===== config.mk =====
export PLATFORM = sky130hd
export DESIGN_NAME = fetch_queue
export DESIGN_NICKNAME = d
export VERILOG_FILES = /design/src/rtl/fetch_queue.sv
export SDC_FILE = /design/constraint.sdc
export NUM_CORES = 1
export LEC_CHECK = 0
export ABC_AREA = 1
export BUFFER_PORTS_ARGS = -buffer_cell sky130_fd_sc_hd__buf_2
export CORE_MARGIN = 1
export CORE_UTILIZATION = 61
export DETAILED_ROUTE_END_ITERATION = 16
export PLACE_DENSITY = 0.84
export SYNTH_ARGS = -nofsm -noshare
export SYNTH_HDL_FRONTEND = slang
export SYNTH_SLANG_ARGS = --single-unit

===== constraint.sdc =====
create_clock -name clk -period 20.1 [get_ports clk]
set_input_delay 1.005 -clock clk [delete_from_list [all_inputs] [get_ports clk]]
set_output_delay 1.005 -clock clk [all_outputs]
set_load 0.03 [all_outputs]

===== src/rtl/fetch_queue.sv =====
// ---------------------------------------------------------------------------
// fetch_queue
//
// Instruction buffer between fetch and decode. Holds {pc, instr, pred_pc,
// pred_taken} tuples in a DEPTH-entry first-word-fall-through FIFO so that
// fetch can keep running while decode stalls. An execute-stage mispredict
// (flush) empties the queue in one cycle. The head entry is flagged as
// illegal when its low two bits do not mark a 32-bit encoding.
//
// Parameters
//   DEPTH          number of entries (power of two, >= 2)
//   PC_W           PC width in bits
//
// Ports
//   clk            clock, all state updates on the rising edge
//   n_reset        asynchronous active-low reset
//   flush          mispredict redirect; discards all contents
//   in_valid       fetch presents a tuple
//   in_ready       queue has room (count != DEPTH)
//   in_pc          PC of the fetched instruction
//   in_instr       fetched instruction word
//   in_pred_pc     predicted next PC
//   in_pred_taken  predictor redirected
//   out_valid      head entry is valid (count != 0)
//   out_ready      decode accepts the head this cycle
//   out_pc         head PC
//   out_instr      head instruction word
//   out_pred_pc    head predicted next PC
//   out_pred_taken head prediction flag
//   out_illegal    head instr[1:0] != 2'b11
//   count          current occupancy, 0..DEPTH
// ---------------------------------------------------------------------------
module fetch_queue #(
    parameter int DEPTH = 4,
    parameter int PC_W  = 48
) (
    input  logic                         clk,
    input  logic                         n_reset,
    input  logic                         flush,
    input  logic                         in_valid,
    output logic                         in_ready,
    input  logic [PC_W-1:0]              in_pc,
    input  logic [31:0]                  in_instr,
    input  logic [PC_W-1:0]              in_pred_pc,
    input  logic                         in_pred_taken,
    output logic                         out_valid,
    input  logic                         out_ready,
    output logic [PC_W-1:0]              out_pc,
    output logic [31:0]                  out_instr,
    output logic [PC_W-1:0]              out_pred_pc,
    output logic                         out_pred_taken,
    output logic                         out_illegal,
    output logic [$clog2(DEPTH+1)-1:0]   count
);

    localparam int PTR_W = $clog2(DEPTH);
    localparam int CNT_W = $clog2(DEPTH + 1);
    localparam logic [CNT_W-1:0] FULL_COUNT = CNT_W'(DEPTH);

    typedef struct packed {
        logic [PC_W-1:0] pc;
        logic [31:0]     instr;
        logic [PC_W-1:0] pred_pc;
        logic            pred_taken;
    } entry_t;

    entry_t           entries [DEPTH];
    entry_t           head;
    logic [PTR_W-1:0] wp;
    logic [PTR_W-1:0] rp;
    logic [CNT_W-1:0] count_q;
    logic             push;
    logic             pop;

    // Handshake signals depend only on registered occupancy, so there is
    // no combinational path from in_valid/out_ready/flush to either ready
    // or valid. A full queue does not accept a push even when popping.
    assign in_ready  = (count_q != FULL_COUNT);
    assign out_valid = (count_q != '0);

    // Flush overrides both handshakes: the presented tuple is dropped and
    // the head is not consumed.
    assign push = in_valid && in_ready && !flush;
    assign pop  = out_valid && out_ready && !flush;

    // NOTE: sequential state uses non-blocking assignments so every flop
    // samples the pre-edge values of its neighbours.
    always_ff @(posedge clk or negedge n_reset) begin
        if (!n_reset) begin
            wp      <= '0;
            rp      <= '0;
            count_q <= '0;
        end else if (flush) begin
            wp      <= '0;
            rp      <= '0;
            count_q <= '0;
        end else begin
            // Pointers are exactly log2(DEPTH) bits, so the increment wraps
            // from DEPTH-1 to 0 on its own.
            if (push) wp <= wp + PTR_W'(1);
            if (pop)  rp <= rp + PTR_W'(1);
            case ({push, pop})
                2'b10:   count_q <= count_q + CNT_W'(1);
                2'b01:   count_q <= count_q - CNT_W'(1);
                default: count_q <= count_q;
            endcase
        end
    end

    // NOTE: the storage array has no reset; an entry is only ever read
    // after it has been written, and leaving it unreset lets it map to
    // plain registers or distributed RAM.
    always_ff @(posedge clk) begin
        if (push) begin
            entries[wp] <= '{pc:         in_pc,
                             instr:      in_instr,
                             pred_pc:    in_pred_pc,
                             pred_taken: in_pred_taken};
        end
    end

    // First-word fall-through: the head is read straight from storage.
    // A tuple pushed into an empty queue becomes visible one edge later.
    assign head           = entries[rp];
    assign out_pc         = head.pc;
    assign out_instr      = head.instr;
    assign out_pred_pc    = head.pred_pc;
    assign out_pred_taken = head.pred_taken;

    // Compressed/invalid encodings are delivered normally; decode traps.
    assign out_illegal    = (head.instr[1:0] != 2'b11);

    assign count = count_q;

endmodule


# == After elaboration in Yosys (flattened, before gate mapping) ==
# Memories as Yosys holds them, arrays and structs flattened.
# Index checks and enable logic that the tools add are counted.
# word_totals
regBits,7
ram_bits,516
in_bits,134
output_inout_bits,135
elab_cells,29
memories,1
# memory_table
name,depth,word_bits,rd,rd_ports_with_merged_regs,wr,line_no,source
entries,4,129,1,0,1,67,entry_t entries [DEPTH];
# classes
add_sub_neg,4
n_eq_ne,4
muxes,8
n_reduce_logical,9
# op_table
cell,count
$mux 2,4
$pmux 3 s2,1
$reduce_bool 3->1,2
$add 2x1->2 const B,2
$logic_and 1x1->1,4
$reduce_bool 2->1,2
$add 3x1->3 const B,1
$mux 3,1
$ne 3x3->1 const B,1
$sub 3x1->3 const B,1
$eq 2x1->1 const B,1
$eq 2x2->1 const B,1
$mux 1,2
$ne 2x2->1 const B,1
$logic_not 1->1,1

# == Logic depth before layout (Yosys ltp) ==
# logic_depth
word_depth,6
depth_mapped,13
mapped_depth_nobuf,13

# == Least setup slack after synthesis ==
# OpenSTA, ideal clock, no wires.
# synth_path
path_type,input-to-reg
from,in flush
to,mem entries[0][0] (netlist name) (enable)
setup_time_ps,619
t_arrival_ps,6674
required_time_ps,19481
slack_ps,12806
path_stages,3
cell_sequence,inv_1 -> nand3_2 -> nor2_1
# synth_between
elab_chain_len,4
# synth_rtl
item,line_no,source
from (decl),39,"input logic flush,"
$logic_not 1->1,83,assign push = in_valid && in_ready && !flush;
$logic_and 1x1->1,83,
$mux 1,114,if (push) begin
$mux 1 (implied by the code),115,"entries[wp] <= '{pc: in_pc,"
to (decl),67,
# Every way passes these cells.

# == Worst setup path in the final report ==
# layout_path
from,reg rp[0]
to,out out_illegal
# layout_between
elab_chain_len,2
# layout_rtl
item,line_no,source
from (decl),70,logic [PTR_W-1:0] rp;
from (signal assigned),101,if (pop) rp <= rp + PTR_W'(1);
$mem_v2 4x129,-,
$ne 2x2->1,131,assign out_illegal = (head.instr[1:0] != 2'b11);
to (decl),52,"output logic out_illegal,"
# Every way passes these cells.

==> results.ini <==
[cts]
clockBufferDepth = 3
numCtsBuffers = 50
post_cts_resized = 0
root_buffer = clkbuf_16
cts_hold_buffers = 0
clkLatencyLatePin_ns = 0.55
cts_setup_buffers = 0
cts_sinks = 523
path_clk_slew_ns = 0.06
cts_tree = done
htree_levels = 2

[drt]
vias_per_cell = 5.94
via_count = 11900
drtIter0Drc = 1153
dr.pass1.iters = 5
route.detailed.drc = 0
ant_nets = 0
wire_per_inst_um = 20.4
wl_mm = 40.8

[synth]
synth_nets = 1451
synth_seq_cells = 523
syn_avg_cell_area_um2 = 15.0
yosysUniqueCellTypes = 26
syn_area_um2 = 19600
ys.warnings.count = 0
seq_area_frac_synth_pct = 79.9
synthCells = 1312

[pwr]
p_leak_nw = 7.85
ir_drop_mv = 0.120
power_frac_comb_pct = 25.8
powerDensity_nw_per_um2 = 130
swShare_pct = 33.3
intPower_mw = 1.95
p_clk_share_pct = 29.4
power.share.sequential_pct = 44.8
p_switching_mw = 0.975

[floorplanning]
start_util_pct = 62.0
dieWidth_um = 181
num_io_pins = 269
rows = 65
core_area_um2 = 31600
fp.dieArea_um2 = 32900
die_height_um = 181

[sta]
tightest_slew_ns = 1.27
setup_tns_ns = 0
finalHoldViolations = 0
slew_headroom_pct = 15.3
rsz0062_at_grt = false
whs_ns = 0.303
min_period_over_period_pct = 25.1
max_freq_ghz = 0.199
slew_violations = 0
period_minus_slack_ns = 5.04
finalClockSkew_ns = 0.0228
final-setup-viol-count = 0

[global_route]
grt_pass1_wl_mm = 62.4
antenna_found_initial = 11
grt_pass1_vias = 11600
globalRouteOverflowTotal = 0
grt_use_total_pct = 24.6
grt_max_degree = 138

[cells_and_area]
nets = 1699
multi_input_area_um2 = 3360
seqCellArea_um2 = 15700
area_delta_synth_final_pct = 15.0
n_fill_cell = 1975
drive_gt1_share_pct = 22.4
final_area_um2 = 22600
stdcell_count = 2005

[setup_path]
crit_fanout = 104
rr_worst_depth = 6
path_class = reg2out
end_kind = output pin
worstPathRequired_ns = 19.09
cp-start-kind = flip-flop
critPathArrivalTime_ns = 4.03

[place]
finalWeightedCongestion = 0.767
port_buffers = 268
place_area_um2 = 21000
dp.cells = 1910
place.detailed.hpwl_mm = 22.7

[worst_hold_path]
holdCritPathClass = in2async

[job]
cap_violations = 0

[outcome]
status = completed

[path summary, 6_finish.rpt]
check                      slack, ns     start              end
setup / recovery               15.06     rp[0]      out_illegal
hold / removal                  0.30   n_reset         count[0]
min in group clk                0.57  count[1]         count[1]
max in group asynchronous      19.61   n_reset            rp[1]
setup reg to reg               16.48  count[0]  entries[1][107]
hold reg to reg                 0.57  count[1]         count[1]
[cells in the mapped netlist, drive strengths merged]
| cell type | instances | area [µm²] |
|---|---|---|
| a21boi | 1 | 7.51 |
| a21oi | 3 | 15.0 |
| buf | 45 | 414 |
| clkbuf | 40 | 150 |
| dfrtp | 7 | 175 |
| edfxtp | 516 | 15500 |
| fa | 1 | 20.0 |
| ha | 4 | 50.1 |
| inv | 13 | 56.3 |
| nand2 | 22 | 85.1 |
| nand3 | 4 | 25.0 |
| nor2 | 264 | 991 |
| o21ai | 262 | 1310 |
| o22ai | 129 | 813 |
| xnor2 | 1 | 8.76 |
[kinds of logic after synthesis]
group                    Yosys count  share of synthesized area [%]
adder cells (fa/ha/maj)            5                          0.357
buffers and inverters             98                           3.16
flip-flops                       523                           79.9
XOR/XNOR                           1                         0.0447
AO/OA/AOI/OAI                    395                           10.9
AND/OR/NAND/NOR                  290                           5.61
[metrics by stage]
step                      power [mW]  worst slack [ns]  util, %
after floorplan                 1.89             12.81        -
after global placement          2.07             15.71     66.5
after detailed placement        2.09             15.67     66.5
after CTS                       2.94             15.09     71.2
after global routing            3.04             14.78     71.2
final                           2.93             15.06     71.3
[final cells by class]
type	instances	area share, %
Antenna cell	9	0.0999
Clock buffer	60	5.71
Clock inverter	26	0.926
Inverter	13	0.261
Multi-Input combinational cell	691	14.9
Sequential cell	523	69.5
Tap cell	402	2.23
Timing Repair Buffer	281	6.38
[cells in the final DEF, fill, tap and decap left out]
cell type	netlist	routed
o21ai_0	251	251
a21boi_0	1	1
clkinvlp_4	0	1
clkinv_8	0	1
bufinv_16	0	3
inv_8	1	1
nor2_1	264	260
fa_1	1	1
dfrtp_1	7	5
o21ai_1	11	11
buf_4	4	13
clkinv_2	0	9
a21oi_1	3	3
nand2_2	1	1
buf_2	15	268
xnor2_1	1	1
nand2_1	21	21
dfrtp_4	0	2
ha_1	4	4
nor2_4	0	4
nand3_2	1	1
inv_4	0	1
diode_2	0	9
edfxtp_1	516	516
o22ai_2	1	1
inv_1	11	11
nand3_1	3	3
inv_6	0	1
clkinv_1	0	11
clkbuf_1	40	10
clkbuf_16	0	50
o22ai_1	128	128
[worst max-delay path, cell delays in order, from the launching register on]
cell and delay (ns):
dfrtp_4 0.85, buf_4 0.81, buf_4 0.92, o21ai_0 0.21, o22ai_1 0.34, nand2_1 0.09, buf_2 0.18
[per-layer routing]
| metal | share of wire (%) | global-route usage [%] |
|---|---|---|
| met4 | 1.9 | 6.37 |
| met2 | 49 | 40.7 |
| met3 | 9.5 | 6.29 |
| met1 | 39 | 32.7 |
| met5 | 0.059 | 0 |
[power by group through the flow]
| stage | Combinational [mW] | Sequential (mW) | Clock [mW] |
|---|---|---|---|
| 6_report | 0.756 | 1.31 | 0.862 |
| 5_1_grt | 0.809 | 1.32 | 0.912 |
| 4_1_cts | 0.757 | 1.31 | 0.873 |
| 3_5_place_dp | 0.754 | 1.33 | 0 |
| 3_3_place_gp | 0.737 | 1.33 | 0 |
| 2_1_floorplan | 0.564 | 1.33 | 0 |
[state kept, by name, summed over array words and instances, names as in the netlist]
signal / count
count: 3
wp: 2
rp: 2
entries: 516
Note: power is estimated with default switching activity, not from simulation.
